`src/rtl/lc3_ctrl_pkg.sv`:
```
// Shared encodings for the SLC-3 control unit: FSM states, opcodes and datapath mux selects.
package lc3_ctrl_pkg;

  // ADD and AND each have a register-operand and an immediate-operand state.
  // This lets SR2MUX be decoded from the state alone.
  typedef enum logic [4:0] {
    S_HALTED,
    S_18, S_33, S_35, S_32,
    S_01R, S_01I, S_05R, S_05I, S_09,
    S_00, S_22,
    S_12,
    S_04, S_21,
    S_06, S_25, S_27,
    S_07, S_23, S_16,
    S_P1, S_P2
  } state_t;

  localparam logic [3:0] OP_BR    = 4'b0000;
  localparam logic [3:0] OP_ADD   = 4'b0001;
  localparam logic [3:0] OP_JSR   = 4'b0100;
  localparam logic [3:0] OP_AND   = 4'b0101;
  localparam logic [3:0] OP_LDR   = 4'b0110;
  localparam logic [3:0] OP_STR   = 4'b0111;
  localparam logic [3:0] OP_NOT   = 4'b1001;
  localparam logic [3:0] OP_JMP   = 4'b1100;
  localparam logic [3:0] OP_PAUSE = 4'b1101;

  localparam logic [1:0] A2_ZERO  = 2'b00;
  localparam logic [1:0] A2_OFF6  = 2'b01;
  localparam logic [1:0] A2_OFF9  = 2'b10;
  localparam logic [1:0] A2_OFF11 = 2'b11;

  localparam logic [1:0] PC_PLUS1 = 2'b00;
  localparam logic [1:0] PC_BUS   = 2'b01;
  localparam logic [1:0] PC_ADDER = 2'b10;

  localparam logic [1:0] ALUK_ADD   = 2'b00;
  localparam logic [1:0] ALUK_AND   = 2'b01;
  localparam logic [1:0] ALUK_NOT   = 2'b10;
  localparam logic [1:0] ALUK_PASSA = 2'b11;

  function automatic logic is_mem_wait_state(input state_t s);
    return (s == S_33) || (s == S_25) || (s == S_16);
  endfunction

endpackage

```
`src/rtl/lc3_mem_wait_counter.sv`:
```
// Counts cycles spent in an SRAM access state.
// done flags the last cycle of a MEM_WAIT-long access.
module lc3_mem_wait_counter #(
  parameter int MEM_WAIT = 2
) (
  input  logic Clk,
  input  logic Reset,
  input  logic start,
  output logic done
);

  localparam logic [2:0] LAST = 3'(MEM_WAIT - 1);

  logic [2:0] cnt_q, cnt_d;

  assign done = start && (cnt_q == LAST);

  // The count returns to zero on the final access cycle.
  // This way every access state is entered with a cleared counter.
  always_comb begin
    cnt_d = (start && !done) ? cnt_q + 3'd1 : 3'd0;
  end

  // NOTE: sequential state uses non-blocking assignments so every flop samples pre-edge values.
  always_ff @(posedge Clk or posedge Reset) begin
    if (Reset) cnt_q <= '0;
    else       cnt_q <= cnt_d;
  end

endmodule

```
`src/rtl/lc3_isdu.sv`:
```
// SLC-3 instruction sequence/decode unit.
// A Moore FSM whose control outputs depend only on the state and wait-counter registers.
module lc3_isdu
  import lc3_ctrl_pkg::*;
#(
  parameter int MEM_WAIT = 2
) (
  input  logic       Clk,
  input  logic       Reset,
  input  logic       Run,
  input  logic       Continue,
  input  logic [3:0] Opcode,
  input  logic       IR_5,
  input  logic       IR_11,
  input  logic       BEN,
  output logic       LD_MAR,
  output logic       LD_MDR,
  output logic       LD_IR,
  output logic       LD_BEN,
  output logic       LD_CC,
  output logic       LD_REG,
  output logic       LD_PC,
  output logic       LD_LED,
  output logic       GatePC,
  output logic       GateMDR,
  output logic       GateALU,
  output logic       GateMARMUX,
  output logic [1:0] PCMUX,
  output logic       DRMUX,
  output logic       SR1MUX,
  output logic       SR2MUX,
  output logic       ADDR1MUX,
  output logic [1:0] ADDR2MUX,
  output logic [1:0] ALUK,
  output logic       Mem_OE,
  output logic       Mem_WE
);

  state_t state_q, state_d;
  logic   mem_done;

  // JSRR is executed as JSR, so IR[11] has no effect.
  logic ir11_unused;
  assign ir11_unused = IR_11;

  lc3_mem_wait_counter #(.MEM_WAIT(MEM_WAIT)) u_wait (
    .Clk   (Clk),
    .Reset (Reset),
    .start (is_mem_wait_state(state_q)),
    .done  (mem_done)
  );

  always_ff @(posedge Clk or posedge Reset) begin
    if (Reset) state_q <= S_HALTED;
    else       state_q <= state_d;
  end

  always_comb begin
    // NOTE: every output gets a default before the case, so no path leaves one unassigned and no latch is inferred.
    state_d    = state_q;
    LD_MAR     = 1'b0;
    LD_MDR     = 1'b0;
    LD_IR      = 1'b0;
    LD_BEN     = 1'b0;
    LD_CC      = 1'b0;
    LD_REG     = 1'b0;
    LD_PC      = 1'b0;
    LD_LED     = 1'b0;
    GatePC     = 1'b0;
    GateMDR    = 1'b0;
    GateALU    = 1'b0;
    GateMARMUX = 1'b0;
    PCMUX      = PC_PLUS1;
    DRMUX      = 1'b0;
    SR1MUX     = 1'b0;
    SR2MUX     = 1'b0;
    ADDR1MUX   = 1'b0;
    ADDR2MUX   = A2_ZERO;
    ALUK       = ALUK_ADD;
    Mem_OE     = 1'b1;
    Mem_WE     = 1'b1;

    unique case (state_q)
      S_HALTED: if (Run) state_d = S_18;
      S_18: begin
        GatePC  = 1'b1;
        LD_MAR  = 1'b1;
        PCMUX   = PC_PLUS1;
        LD_PC   = 1'b1;
        state_d = S_33;
      end
      S_33: begin
        Mem_OE = 1'b0;
        if (mem_done) begin
          LD_MDR  = 1'b1;
          state_d = S_35;
        end
      end
      S_35: begin
        GateMDR = 1'b1;
        LD_IR   = 1'b1;
        state_d = S_32;
      end
      S_32: begin
        LD_BEN = 1'b1;
        case (Opcode)
          OP_ADD:   state_d = IR_5 ? S_01I : S_01R;
          OP_AND:   state_d = IR_5 ? S_05I : S_05R;
          OP_NOT:   state_d = S_09;
          OP_BR:    state_d = S_00;
          OP_JMP:   state_d = S_12;
          OP_JSR:   state_d = S_04;
          OP_LDR:   state_d = S_06;
          OP_STR:   state_d = S_07;
          OP_PAUSE: state_d = S_P1;
          default:  state_d = S_18;
        endcase
      end
      S_01R, S_01I, S_05R, S_05I, S_09: begin
        SR1MUX  = 1'b1;
        GateALU = 1'b1;
        LD_REG  = 1'b1;
        LD_CC   = 1'b1;
        SR2MUX  = (state_q == S_01I) || (state_q == S_05I);
        ALUK    = (state_q == S_09) ? ALUK_NOT :
                  ((state_q == S_05R) || (state_q == S_05I)) ? ALUK_AND : ALUK_ADD;
        state_d = S_18;
      end
      S_00: state_d = BEN ? S_22 : S_18;
      S_22: begin
        ADDR2MUX = A2_OFF9;
        PCMUX    = PC_ADDER;
        LD_PC    = 1'b1;
        state_d  = S_18;
      end
      S_12: begin
        SR1MUX   = 1'b1;
        ADDR1MUX = 1'b1;
        ADDR2MUX = A2_ZERO;
        PCMUX    = PC_ADDER;
        LD_PC    = 1'b1;
        state_d  = S_18;
      end
      S_04: begin
        GatePC  = 1'b1;
        DRMUX   = 1'b1;
        LD_REG  = 1'b1;
        state_d = S_21;
      end
      S_21: begin
        ADDR2MUX = A2_OFF11;
        PCMUX    = PC_ADDER;
        LD_PC    = 1'b1;
        state_d  = S_18;
      end
      S_06, S_07: begin
        SR1MUX     = 1'b1;
        ADDR1MUX   = 1'b1;
        ADDR2MUX   = A2_OFF6;
        GateMARMUX = 1'b1;
        LD_MAR     = 1'b1;
        state_d    = (state_q == S_06) ? S_25 : S_23;
      end
      S_25: begin
        Mem_OE = 1'b0;
        if (mem_done) begin
          LD_MDR  = 1'b1;
          state_d = S_27;
        end
      end
      S_27: begin
        GateMDR = 1'b1;
        LD_REG  = 1'b1;
        LD_CC   = 1'b1;
        state_d = S_18;
      end
      S_23: begin
        ALUK    = ALUK_PASSA;
        GateALU = 1'b1;
        LD_MDR  = 1'b1;
        state_d = S_16;
      end
      S_16: begin
        Mem_WE = 1'b0;
        if (mem_done) state_d = S_18;
      end
      S_P1: begin
        LD_LED = 1'b1;
        if (Continue) state_d = S_P2;
      end
      S_P2: if (!Continue) state_d = S_18;
      default: state_d = S_HALTED;
    endcase
  end

endmodule

```
`config.mk`:
```
export PLATFORM = sky130hd
export DESIGN_NAME = lc3_isdu
export DESIGN_NICKNAME = d
export VERILOG_FILES = /design/src/rtl/lc3_ctrl_pkg.sv /design/src/rtl/lc3_mem_wait_counter.sv /design/src/rtl/lc3_isdu.sv
export SDC_FILE = /design/constraint.sdc
export NUM_CORES = 1
export LEC_CHECK = 0
export ABC_CLOCK_PERIOD_IN_PS = 2300
export BUFFER_PORTS_ARGS = -buffer_cell sky130_fd_sc_hd__clkbuf_2
export CAP_MARGIN = 0
export CORE_MARGIN = 3
export CORE_UTILIZATION = 40
export DETAILED_ROUTE_END_ITERATION = 10
export GPL_TIMING_DRIVEN = 0
export RECOVER_POWER = 100
export SLEW_MARGIN = 20
export SYNTH_ARGS = -nofsm -noshare
export SYNTH_HDL_FRONTEND = slang
export SYNTH_HIERARCHICAL = 1
export SYNTH_SLANG_ARGS = --single-unit
```
`constraint.sdc`:
```
create_clock -name Clk -period 2.3 [get_ports Clk]
set_clock_uncertainty 0.05 [all_clocks]
set_input_delay 0.46 -clock Clk [delete_from_list [all_inputs] [get_ports Clk]]
set_output_delay 0.46 -clock Clk [all_outputs]
set_load 0.01 [all_outputs]
```
* Word-level counts from Yosys, hierarchy flattened
Index checks and enable logic that the tools add are counted.
Widths: inputs -> output; s select.
** Operators by class
- Add/sub/neg operators :: 1
- Equal/unequal tests :: 37
- Mux-type cells :: 37
- Reductions and logical operators :: 24
** Operators by type and width (number)
- $pmux 5 s14 :: 1
- $pmux 5 s9 :: 1
- $eq 5x4->1 const B :: 8
- $eq 5x5->1 const B :: 7
- $mux 5 :: 6
- $eq 5x3->1 const B :: 4
- $mux 1 :: 19
- $eq 4x3->1 const B :: 4
- $eq 4x4->1 const B :: 3
- $reduce_or 6->1 :: 2
- $eq 5x2->1 const B :: 2
- $reduce_or 3->1 :: 3
- $reduce_or 9->1 :: 1
- $mux 2 :: 4
- $mux 4 :: 2
- $reduce_or 2->1 :: 4
- $reduce_or 8->1 :: 1
- $reduce_or 7->1 :: 1
- $ne 2x1->1 const B :: 3
- $ne 2x2->1 const B :: 3
- $pmux 2 s3 :: 1
- $reduce_and 6->1 :: 1
- $eq 5x1->1 const B :: 1
- $logic_not 5->1 :: 1
- other kinds (12) :: 16
** Storage, ports and cells
- Register bits after elaboration :: 8
- Input port bits :: 11
- Output and inout bits :: 24
- Word-level logic and storage cells :: 101

* Depth between registers and ports, before layout
- Depth in word-level cells :: 7
- Depth in mapped cells :: 10

* Cells and area by module
The synthesis kept the hierarchy.
** Modules (own cells, without submodules)
- lc3_isdu :: instances 1, cells each 166, area each 1064.8 sq um, sequential area each 125.1 sq um
- lc3_mem_wait_counter :: instances 1, cells each 14, area each 176.4 sq um, sequential area each 75.1 sq um

* Worst setup path after synthesis
Ideal clock, no wire load.
- Path kind :: register to output
- Start point :: register state_q[3]
- End point :: output LD_MDR
- Arrival time :: 1.478 ns
- Required time :: 1.790 ns
- Path slack :: 0.312 ns
- Stages on the path, launching flop included :: 9
- Cells stage by stage :: dfrtp_1 buf_2 buf_2 nor2_1 o21ai_1 inv_1 and2_1 nand3b_1 a21oi_1
** Between the ends
- Cells in the longest elaborated chain, start to end :: 6
** Ends and longest elaborated chain
- from (decl) :: line lc3_isdu.sv:39 : state_t state_q, state_d;
- from (signal assigned) :: line lc3_isdu.sv:55 : else state_q <= state_d;
- $eq 5x2->1 / $eq 5x5->1 (equally long branches) :: line lc3_ctrl_pkg.sv:43 : return (s == S_33) || (s == S_25) || (s == S_16);
- $logic_or 1x1->1 :: line lc3_ctrl_pkg.sv:43
- $logic_or 1x1->1 * :: line lc3_ctrl_pkg.sv:43
- $logic_and 1x1->1 * :: line lc3_mem_wait_counter.sv:16 : assign done = start && (cnt_q == LAST);
- named net mem_done :: line lc3_isdu.sv:40 : logic mem_done;
- $mux 1 * :: line lc3_isdu.sv:94, lc3_isdu.sv:166
- $pmux 1 s2 * :: line lc3_isdu.sv:83 : unique case (state_q)
- to (decl) :: line lc3_isdu.sv:17 : output logic LD_MDR,
Mark *: on every way through the listed nets, which the timed path passes. The rest lies on a longest branch.

* Worst setup path in the final report
- Start point :: register state_q[4]
- End point :: output ALUK[0]
** Between the ends
- Cells in the longest elaborated chain, start to end :: 5
** Ends and longest elaborated chain
- $eq 5x3->1 / $eq 5x4->1 (equally long branches) :: line lc3_isdu.sv:83, lc3_isdu.sv:126
- $logic_or 1x1->1 :: line lc3_isdu.sv:126 : ((state_q == S_05R) || (state_q == S_05I)) ? ALUK_AND : ALUK_ADD;
- $mux 1 :: line lc3_isdu.sv:126
- $mux 2 :: line lc3_isdu.sv:125 : ALUK = (state_q == S_09) ? ALUK_NOT :
- $pmux 2 s2 * :: line lc3_isdu.sv:83
- to (decl) :: line lc3_isdu.sv:34 : output logic [1:0] ALUK,
Every way passes the cells marked *; elsewhere a longest branch is shown, timed or not.

==> out/summary.txt <==
Status: finished, final reports clean
Synth area leader: dfrtp_1
Final wirelength: 3.82 mm
Antenna Diode Count: 0
CP max FO: 10
Largest net degree at the start of global routing: 11
IO Port Bufs: 31
Total gr overflow: 0
Critical path required time: 1790 ps
I/O pin count: 35
Hold Violations, Final: 0
Main synth FF type: dfrtp_1
LEAKAGE: 0.749 nW
Synth Instances: 180
Clk sinks: 8
RD Place Congestion: 0.893
Width of the die: 61.7 um
Sequential cell area: 201 um2
Clk root buf: clkbuf_4
Setup TNS: 0 ps
Area of the multi-input gates: 966 um2
Ranking of synthesized cells by area: dfrtp_1 16%, nor2_1 6.4%, buf_2 5.2%, nand2_1 5.1%, nand2b_1 4.5%
YS warnings: 6
Post-synthesis average cell area: 6.90 um2
Area growth from synthesis to layout: 28.3%
# rows: 19
Critical Path Start Type: flip-flop
Hold slack: 13.7 ps
Share of cells above drive strength 1: 0.361
Clk_lat worst skew: 240 ps
First-pass GRT wire length: 5.95 mm
Starting density of the core: 0.435
CP Class: reg -> out
Vias in the first global route: 1287
Buf+Inv Stages, Crit Path: 3
FF-to-FF End: state_q[4]
Max_cap viols: 0
First-pass DRT Iterations: 5
Post-synth EDFFs: 0
FF-to-FF Start: state_q[4]
H-Tree Depth: 1
Post-synth ARST share: 1.00
F_max: 453 MHz
Post-synth net total: 193
Setup violations, final: 0
Filler cells: 288
Data arrival, critical path: 1700 ps
Post-layout nets: 234
Iter 0 DRT Violations: 92
Synth top cells by count: 21 x nor2_1, 17 x nand2_1, 13 x buf_2
Cells along the critical path: clkbuf_4, buf_4, nor2_4, nand2_2, nor2_1, a31oi_1, o22ai_1, clkbuf_2
CP Capture Type: primary output
Power per cell area: 1030 mW/mm2
Kind of path behind the tightest hold check: in -> async
Max incr delay on CP: 360 ps
DRC Markers: 0
CTS Buf Count: 3
Vias per cell: 5.95
Final cycle utilization of the critical path: 0.961
Die area: 0.00381 mm2
Slowest cell on crit path: dfrtp_1
Tmin final: 2210 ps
WL per Instance: 15.3 um
Worst reg-to-reg path cell count: 11
Reg2reg setup slack: 160 ps
Die H: 61.7 um
Library cells used by synthesis: 50
Vias: 1488
Most frequent cell after synthesis: nor2_1
CP top delay family: buffers and inverters
GRT Total Usage: 0.202
Share of the synthesized area in the top cell type: 0.161
Clk pin slew, worst setup/hold paths: 50 ps
CTS Buffer Depth: 2
VDD IR max: 0.278 mV
Slew Limit Fails: 0
Cts hold-fix bufs: 0
Core Region: 0.00285 mm2
Syn Std Cell Area: 0.00124 mm2
Post-synthesis sequential area ratio: 0.161
Post-synthesis register bit count: 8
Antenna violations before repair: 0
CTS tree: yes
Post-route ant nets: 0
DP HPWL: 2.87 mm
[per-layer routing]
metal | vias to the layer above | part of all wire | global-route usage
met5 | - | 0 | 0
met4 | 0 | 0 | 0.00909
met3 | 0 | 0.10 | 0.0393
met2 | 84 | 0.48 | 0.342
met1 | 689 | 0.41 | 0.281
li1 | 715 | - | -
[report_power, final]
group          switching, mW  internal, mW
logic                  0.768         0.554
registers             0.0338         0.183
clock network         0.0406        0.0592
total                  0.842         0.796
[repair_timing]
action	CTS	global route
gates cloned	0	0
resized for setup	8	37
setup buffers	1	4
pin swaps	0	3
setup endpoints to repair	10	14
[worst register-to-register path, stage by stage (launching register included)]
cell,delay [ps]
dfrtp_1,360
clkbuf_4,180
nand2b_4,170
nor2_2,100
o21ai_2,80
inv_1,70
and2_4,140
buf_4,130
nor3_1,40
o31a_1,250
a211oi_2,310
a22o_1,210
[per-stage QoR]
| stage | setup slack, ps | instances | cell area [um2] | utilization | total power [mW] |
|---|---|---|---|---|---|
| global placement | 34.0 | 242 | 1440 | 0.503 | 1.34 |
| finish | 90.8 | 250 | 1590 | 0.558 | 1.64 |
| detailed placement | -25.3 | 242 | 1440 | 0.503 | 1.35 |
| global route | -1.35 | 250 | 1590 | 0.558 | 1.78 |
| CTS | -28.5 | 246 | 1480 | 0.519 | 1.49 |
| floorplan | 312 | 180 | 1240 | - | 1.04 |
[worst max path at each step]
stage | end | from | cells past startpoint
finish | ALUK[0] | state_q[4] | 8
global route | LD_MDR | state_q[4] | 9
CTS | LD_MDR | state_q[4] | 9
detailed placement | state_q[4] | state_q[1] | 9
global placement | state_q[2] | state_q[1] | 9
floorplan | LD_MDR | state_q[3] | 8
[flip-flops by register name, indices dropped and copies added (netlist names)]
register	cells
state_q	5
u_wait/cnt_q	3
[layout make-up]
cell class | count | area share
flip-flops and latches | 8 | 0.126
inverters | 10 | 0.0236
plain buffers | 18 | 0.0841
clock buffers | 3 | 0.0141
multi-input cells | 144 | 0.606
repair buffers | 36 | 0.121
well taps | 31 | 0.0244
[logic make-up after synthesis]
kind of cell / Yosys count / share of synthesized area
adder cells (fa/ha/maj): 2 / 0.0202
XOR/XNOR: 5 / 0.0353
other: 1 / 0.00302
AND/OR/NAND/NOR: 84 / 0.375
flip-flops: 8 / 0.161
buffers and inverters: 28 / 0.110
AO/OA/AOI/OAI: 52 / 0.295
[layout by cell type (no fill, tap or decap), drive strengths merged, types with 2 or more instances in the layout]
cell type  instances
nand3              5
a31oi              4
nor3               4
nor2              21
and2               4
o31ai              2
a21boi             3
a21oi             11
inv               10
nor4               2
a211oi             2
nor3b              5
clkbuf            32
o21ai              8
nand2             17
nand3b             3
xor2               2
nor2b              7
dfrtp              8
nand2b             9
nand4              3
ha                 2
o31a               2
buf               25
a22o               4
o22ai              7
xnor2              3
Power figures use the tool's default switching activity.
